[src/rtl/led_matrix_scan_ctrl.sv]
// ---------------------------------------------------------------------------
// led_matrix_scan_ctrl
//
// Row-scanning PWM controller for an 8x8 RGB LED matrix. For each row it
// reads the 8 pixels from the pixel store into a local line buffer. It then
// blanks the matrix for BLANK_CYCLES cycles. Finally it drives the row for
// 256 PWM ticks of CLK_DIV cycles each. Rows 0..7 repeat while enable is
// high. enable is only looked at in IDLE and at the end of row 7.
//
// Ports
//   clk         system clock
//   rst         synchronous reset, active-high
//   enable      run request
//   pix_rd      pixel read strobe
//   pix_addr    pixel address {row[2:0], col[2:0]}; holds while pix_rd = 0
//   pix_data    {R, G, B} pixel, valid the cycle after pix_rd
//   row_sel     one-hot row drive, active-high
//   col_r/g/b   column drives, bit c = column c
//   frame_done  one-cycle pulse in the first cycle after row 7 is shown
//   busy        high in every state except IDLE
//
// All outputs are registered. Each output register is loaded from the
// next-state values, so it lines up with the state it belongs to.
// ---------------------------------------------------------------------------
module led_matrix_scan_ctrl #(
    parameter int CLK_DIV      = 16,
    parameter int BLANK_CYCLES = 4
) (
    input  logic        clk,
    input  logic        rst,
    input  logic        enable,
    output logic        pix_rd,
    output logic [5:0]  pix_addr,
    input  logic [23:0] pix_data,
    output logic [7:0]  row_sel,
    output logic [7:0]  col_r,
    output logic [7:0]  col_g,
    output logic [7:0]  col_b,
    output logic        frame_done,
    output logic        busy
);

    localparam int DIV_W  = (CLK_DIV > 1) ? $clog2(CLK_DIV) : 1;
    // step counts FETCH cycles (0..8) and BLANK cycles (0..BLANK_CYCLES-1).
    localparam int STEP_W = (BLANK_CYCLES > 16) ? $clog2(BLANK_CYCLES) : 4;

    typedef enum logic [1:0] {IDLE, FETCH, BLANK, SHOW} state_t;

    state_t             state, state_n;
    logic [2:0]         row, row_n;
    logic [STEP_W-1:0]  step, step_n;
    logic [7:0]         pwm_cnt, pwm_n;
    logic [DIV_W-1:0]   div_cnt, div_n;

    logic               rd_n, fd_n, busy_n;
    logic [5:0]         addr_n;
    logic [7:0]         row_sel_n, col_r_n, col_g_n, col_b_n;

    logic [7:0]         r_buf [8];
    logic [7:0]         g_buf [8];
    logic [7:0]         b_buf [8];

    // Next-state and next-output logic.
    always_comb begin
        // NOTE: every variable gets a default first, so no path can leave one
        // unassigned and infer a latch.
        state_n = state;
        row_n   = row;
        step_n  = step;
        pwm_n   = pwm_cnt;
        div_n   = div_cnt;
        fd_n    = 1'b0;

        unique case (state)
            IDLE: begin
                if (enable) begin
                    state_n = FETCH;
                    row_n   = '0;
                    step_n  = '0;
                end
            end
            FETCH: begin
                // 8 read cycles, then one more cycle to capture the last pixel.
                if (step == STEP_W'(8)) begin
                    state_n = BLANK;
                    step_n  = '0;
                end else begin
                    step_n = step + 1'b1;
                end
            end
            BLANK: begin
                if (step == STEP_W'(BLANK_CYCLES - 1)) begin
                    state_n = SHOW;
                    step_n  = '0;
                    pwm_n   = '0;
                    div_n   = '0;
                end else begin
                    step_n = step + 1'b1;
                end
            end
            SHOW: begin
                if (div_cnt == DIV_W'(CLK_DIV - 1)) begin
                    div_n = '0;
                    pwm_n = pwm_cnt + 1'b1;   // wraps 255 -> 0 on the last tick
                    if (pwm_cnt == 8'd255) begin
                        row_n  = row + 1'b1;  // wraps 7 -> 0 at frame end
                        step_n = '0;
                        if (row == 3'd7) begin
                            fd_n    = 1'b1;
                            state_n = enable ? FETCH : IDLE;
                        end else begin
                            state_n = FETCH;
                        end
                    end
                end else begin
                    div_n = div_cnt + 1'b1;
                end
            end
            default: state_n = IDLE;
        endcase

        rd_n      = (state_n == FETCH) && (step_n < STEP_W'(8));
        addr_n    = rd_n ? {row_n, step_n[2:0]} : pix_addr;
        busy_n    = (state_n != IDLE);
        row_sel_n = (state_n == SHOW) ? (8'd1 << row_n) : 8'd0;
        col_r_n   = '0;
        col_g_n   = '0;
        col_b_n   = '0;
        for (int c = 0; c < 8; c++) begin
            col_r_n[c] = (state_n == SHOW) && (pwm_n < r_buf[c]);
            col_g_n[c] = (state_n == SHOW) && (pwm_n < g_buf[c]);
            col_b_n[c] = (state_n == SHOW) && (pwm_n < b_buf[c]);
        end
    end

    // State, counters and registered outputs.
    always_ff @(posedge clk) begin
        // NOTE: sequential state uses non-blocking assignments so every
        // register samples the values from before the edge.
        if (rst) begin
            state      <= IDLE;
            row        <= '0;
            step       <= '0;
            pwm_cnt    <= '0;
            div_cnt    <= '0;
            pix_rd     <= 1'b0;
            pix_addr   <= '0;
            row_sel    <= '0;
            col_r      <= '0;
            col_g      <= '0;
            col_b      <= '0;
            frame_done <= 1'b0;
            busy       <= 1'b0;
        end else begin
            state      <= state_n;
            row        <= row_n;
            step       <= step_n;
            pwm_cnt    <= pwm_n;
            div_cnt    <= div_n;
            pix_rd     <= rd_n;
            pix_addr   <= addr_n;
            row_sel    <= row_sel_n;
            col_r      <= col_r_n;
            col_g      <= col_g_n;
            col_b      <= col_b_n;
            frame_done <= fd_n;
            busy       <= busy_n;
        end
    end

    // Line buffer. The data for read step k arrives during FETCH step k+1.
    // step 8 truncates to index 0, so subtracting 1 gives entry 7.
    // NOTE: the buffer has no reset. It is always refilled before it is
    // displayed, so a reset would only add logic.
    always_ff @(posedge clk) begin
        if (state == FETCH && step != '0) begin
            r_buf[step[2:0] - 3'd1] <= pix_data[23:16];
            g_buf[step[2:0] - 3'd1] <= pix_data[15:8];
            b_buf[step[2:0] - 3'd1] <= pix_data[7:0];
        end
    end

endmodule

[config.mk]
export PLATFORM = sky130hd
export DESIGN_NAME = led_matrix_scan_ctrl
export DESIGN_NICKNAME = d
export VERILOG_FILES = /design/src/rtl/led_matrix_scan_ctrl.sv
export SDC_FILE = /design/constraint.sdc
export NUM_CORES = 1
export LEC_CHECK = 0
export CELL_PAD_IN_SITES_DETAIL_PLACEMENT = 1
export CELL_PAD_IN_SITES_GLOBAL_PLACEMENT = 1
export CORE_MARGIN = 5
export CORE_UTILIZATION = 44
export CTS_CLUSTER_DIAMETER = 50
export DETAILED_ROUTE_END_ITERATION = 7
export GPL_TIMING_DRIVEN = 0
export PLACE_DENSITY_LB_ADDON = 0.1
export REMOVE_ABC_BUFFERS = 1
export SLEW_MARGIN = 20
export SYNTH_ARGS = -nofsm -noshare
export SYNTH_HDL_FRONTEND = slang
export SYNTH_SLANG_ARGS = --single-unit
[constraint.sdc]
create_clock -name clk -period 3.9 [get_ports clk]
set_clock_uncertainty 0.05 [all_clocks]
set_input_delay 0.78 -clock clk [delete_from_list [all_inputs] [get_ports clk]]
set_output_delay 0.78 -clock clk [all_outputs]
set_load 0.02 [all_outputs]
==> impl_metrics.json <==
{
  "drc": 0,
  "nets": 1349,
  "initial_utilization": 0.446,
  "clkSinkCount": 254,
  "viasPerCell": 5.21,
  "antenna_found_initial": 0,
  "synth_edf_count": 192,
  "synth_flop_cell": "edfxtp_1",
  "drive_above_1_share": 0.0925,
  "clk_path_buf_depth": 3,
  "dieWidth_um": 178,
  "fmax_ghz": 0.286,
  "irDropWorstVdd_uv": 308,
  "crit_arrival_ns": 3.83,
  "globalRouteTotalUtil": 0.197,
  "multi_input_area_mm2": 0.00482,
  "rows": 61,
  "status": "complete, no violations",
  "grt_pass1_vias": 8670,
  "rsz0062_at_grt": "false",
  "p_leak_uw": 0.00671,
  "ys_warn_count": 0,
  "hold_slack_ns": 0.485,
  "cts_tree": "built",
  "path_clk_slew_ns": 0.05,
  "die_area_mm2": 0.0316,
  "worst-path-max-fanout": 14,
  "maxCapViolCount": 0,
  "place.gp.congestion": 0.777,
  "dp_hpwl_mm": 19.9,
  "cp.required_ns": 4.23,
  "fin_cells": 1546,
  "min_path_cells": 2,
  "die_y_um": 178,
  "fillers": 2878,
  "ioPinCount": 68,
  "syn_area_per_cell_um2": 12.0,
  "relSlewSlack": 0.486,
  "grt_pass1_wl_mm": 47.6,
  "root_buffer": "clkbuf_16",
  "ff2ff_path_depth": 13,
  "wl_per_cell_um": 19.4,
  "seq_area_mm2": 0.00701,
  "ys_ff_latch": 254,
  "async_flop_share": 0,
  "first_iter_violations": 298,
  "start_kind": "flip-flop",
  "core_mm2": 0.0278,
  "synth_area_mm2": 0.0124,
  "synth_seq_area_share": 0.565,
  "num_antenna_cells": 0,
  "power.density_mw_per_mm2": 417,
  "synth_cells": 1035,
  "clock_latency_ns": 0.51,
  "period_share": 0.897,
  "dr.pass1.iters": 4,
  "overflow": 0,
  "maxSlewViolCount": 0,
  "vias": 8050,
  "synth_cell_types": 54,
  "drt_wl_total_mm": 30.0,
  "final_antenna_net_count": 0,
  "path_class": "reg -> reg",
  "io_buffers": 67,
  "period_minus_slack_ns": 3.50,
  "h-tree-depth": 2,
  "setup_viol": 0,
  "grt_max_degree": 31,
  "tightestPinTransition_ns": 0.769,
  "hp-class": "reg -> reg",
  "setup_tns_ns": 0,
  "cts_buffers": 34,
  "ctsHoldBuffers": 0,
  "numPlacedInstances": 1486,
  "hold_viol": 0,
  "critPathCaptureType": "flip-flop",
  "area_delta_synth_final_pct": 22.3
}
critical path: stages (launching register included):
cell      delay (ns)
dfxtp_1         0.41
inv_1           0.10
ha_1            0.28
and4bb_1        0.28
nor2_2          0.44
a21oi_1         0.15
a21oi_4         0.62
buf_16          0.24
ha_1            0.16
a21o_1          0.10
a21oi_1         0.06
o21ai_0         0.17
a21oi_1         0.09
and3_1          0.20
logic make-up (layout without fill, tap and decap cells):
logic type | after synthesis | after routing | synth area share
AO/OA/AOI/OAI | 208 | 208 | 0.101
multiplexers | 8 | 8 | 0.00898
XOR/XNOR | 5 | 5 | 0.00353
adder cells (fa/ha/maj) | 178 | 178 | 0.180
AND/OR/NAND/NOR | 197 | 197 | 0.0847
flip-flops | 254 | 254 | 0.565
buffers and inverters | 185 | 318 | 0.0572
sequential cells by signal (all words and copies together) (netlist names), 2 cells and up:
signal    count
b_buf        64
g_buf        64
r_buf        64
col_b         8
col_g         8
col_r         8
pwm_cnt       8
row_sel       8
pix_addr      6
div_cnt       4
step          4
row           3
state         2
worst paths after layout:
check	slack, ns	endpoint	startpoint
setup reg to reg	0.40	col_r[6]	state[0]
setup / recovery	0.40	col_r[6]	state[0]
hold reg to reg	0.49	div_cnt[1]	div_cnt[1]
hold / removal	0.49	div_cnt[1]	div_cnt[1]
cells in the mapped netlist (2+ instances only):
cell / instances / area share
clkbuf_2: 2 / 0.00081
clkbuf_1: 6 / 0.0018
and3_1: 21 / 0.011
mux2_4: 6 / 0.0073
nand3_1: 4 / 0.0016
edfxtp_1: 192 / 0.46
ha_1: 178 / 0.18
a211oi_1: 2 / 0.0012
nand2b_1: 9 / 0.0045
inv_1: 174 / 0.053
nand3_2: 2 / 0.0016
and4b_1: 3 / 0.0024
a21o_1: 25 / 0.015
o311a_1: 6 / 0.0048
nor3_1: 13 / 0.0052
nand3b_1: 4 / 0.0024
nand2_1: 49 / 0.015
a21boi_0: 19 / 0.012
dfxtp_1: 62 / 0.10
a22oi_1: 2 / 0.0012
nand4_1: 25 / 0.013
xnor2_1: 4 / 0.0028
o21ba_2: 2 / 0.0016
a21oi_1: 88 / 0.036
nor2b_1: 16 / 0.0081
nor2_1: 42 / 0.013
o21ai_0: 52 / 0.021
where the power goes:
part           internal (µW)  total [µW]  switching [µW]  leakage [µW]
clock                   2020        3210            1190      0.000570
sequential              2920        2920            6.97       0.00223
combinational           67.8         182             114       0.00392
total                   5010        6320            1310       0.00671
through the flow:
stage	setup slack, ns	power, µW	utilization	cell area, µm²
floorplan	0.0270	3060	-	12300
global placement	-2.87	3160	0.485	13500
detailed placement	0.139	3170	0.504	14000
CTS	0.0862	6390	0.546	15200
global route	0.0703	6530	0.546	15200
finish	0.401	6320	0.546	15200
area by class of cell:
| class | count | area share |
|---|---|---|
| inverter | 174 | 0.0431 |
| multi-input combinational | 596 | 0.318 |
| clock buffer | 40 | 0.0603 |
| clock inverter | 20 | 0.0168 |
| sequential | 254 | 0.462 |
| timing repair buffer | 84 | 0.0684 |
| tap | 378 | 0.0312 |
what timing repair did:
action / CTS / global route
gates resized for setup: 0 / 2
setup buffers: 0 / 0
setup endpoints to repair: 0 / 23
per-layer routing:
layer  global-route usage  up-vias  part of all wire
met5                    0        -                 0
met4               0.0509        0             0.023
met3               0.0298       52             0.034
met1                0.246     3951              0.44
li1                     -     3930                 -
met2                0.355      117              0.51
cell usage in the layout (no fill, tap or decap), drive strengths merged, types with 19 or more instances in the layout:
master,synthesis,routed
edfxtp,192,192
inv,174,179
ha,178,178
a21oi,88,88
clkdlybuf4s50,0,66
dfxtp,62,62
o21ai,53,53
nand2,49,49
nor2,42,42
clkbuf,8,40
nand4,26,26
a21o,25,25
and3,21,21
a21boi,19,19
(Power assumes the default switching activity.)
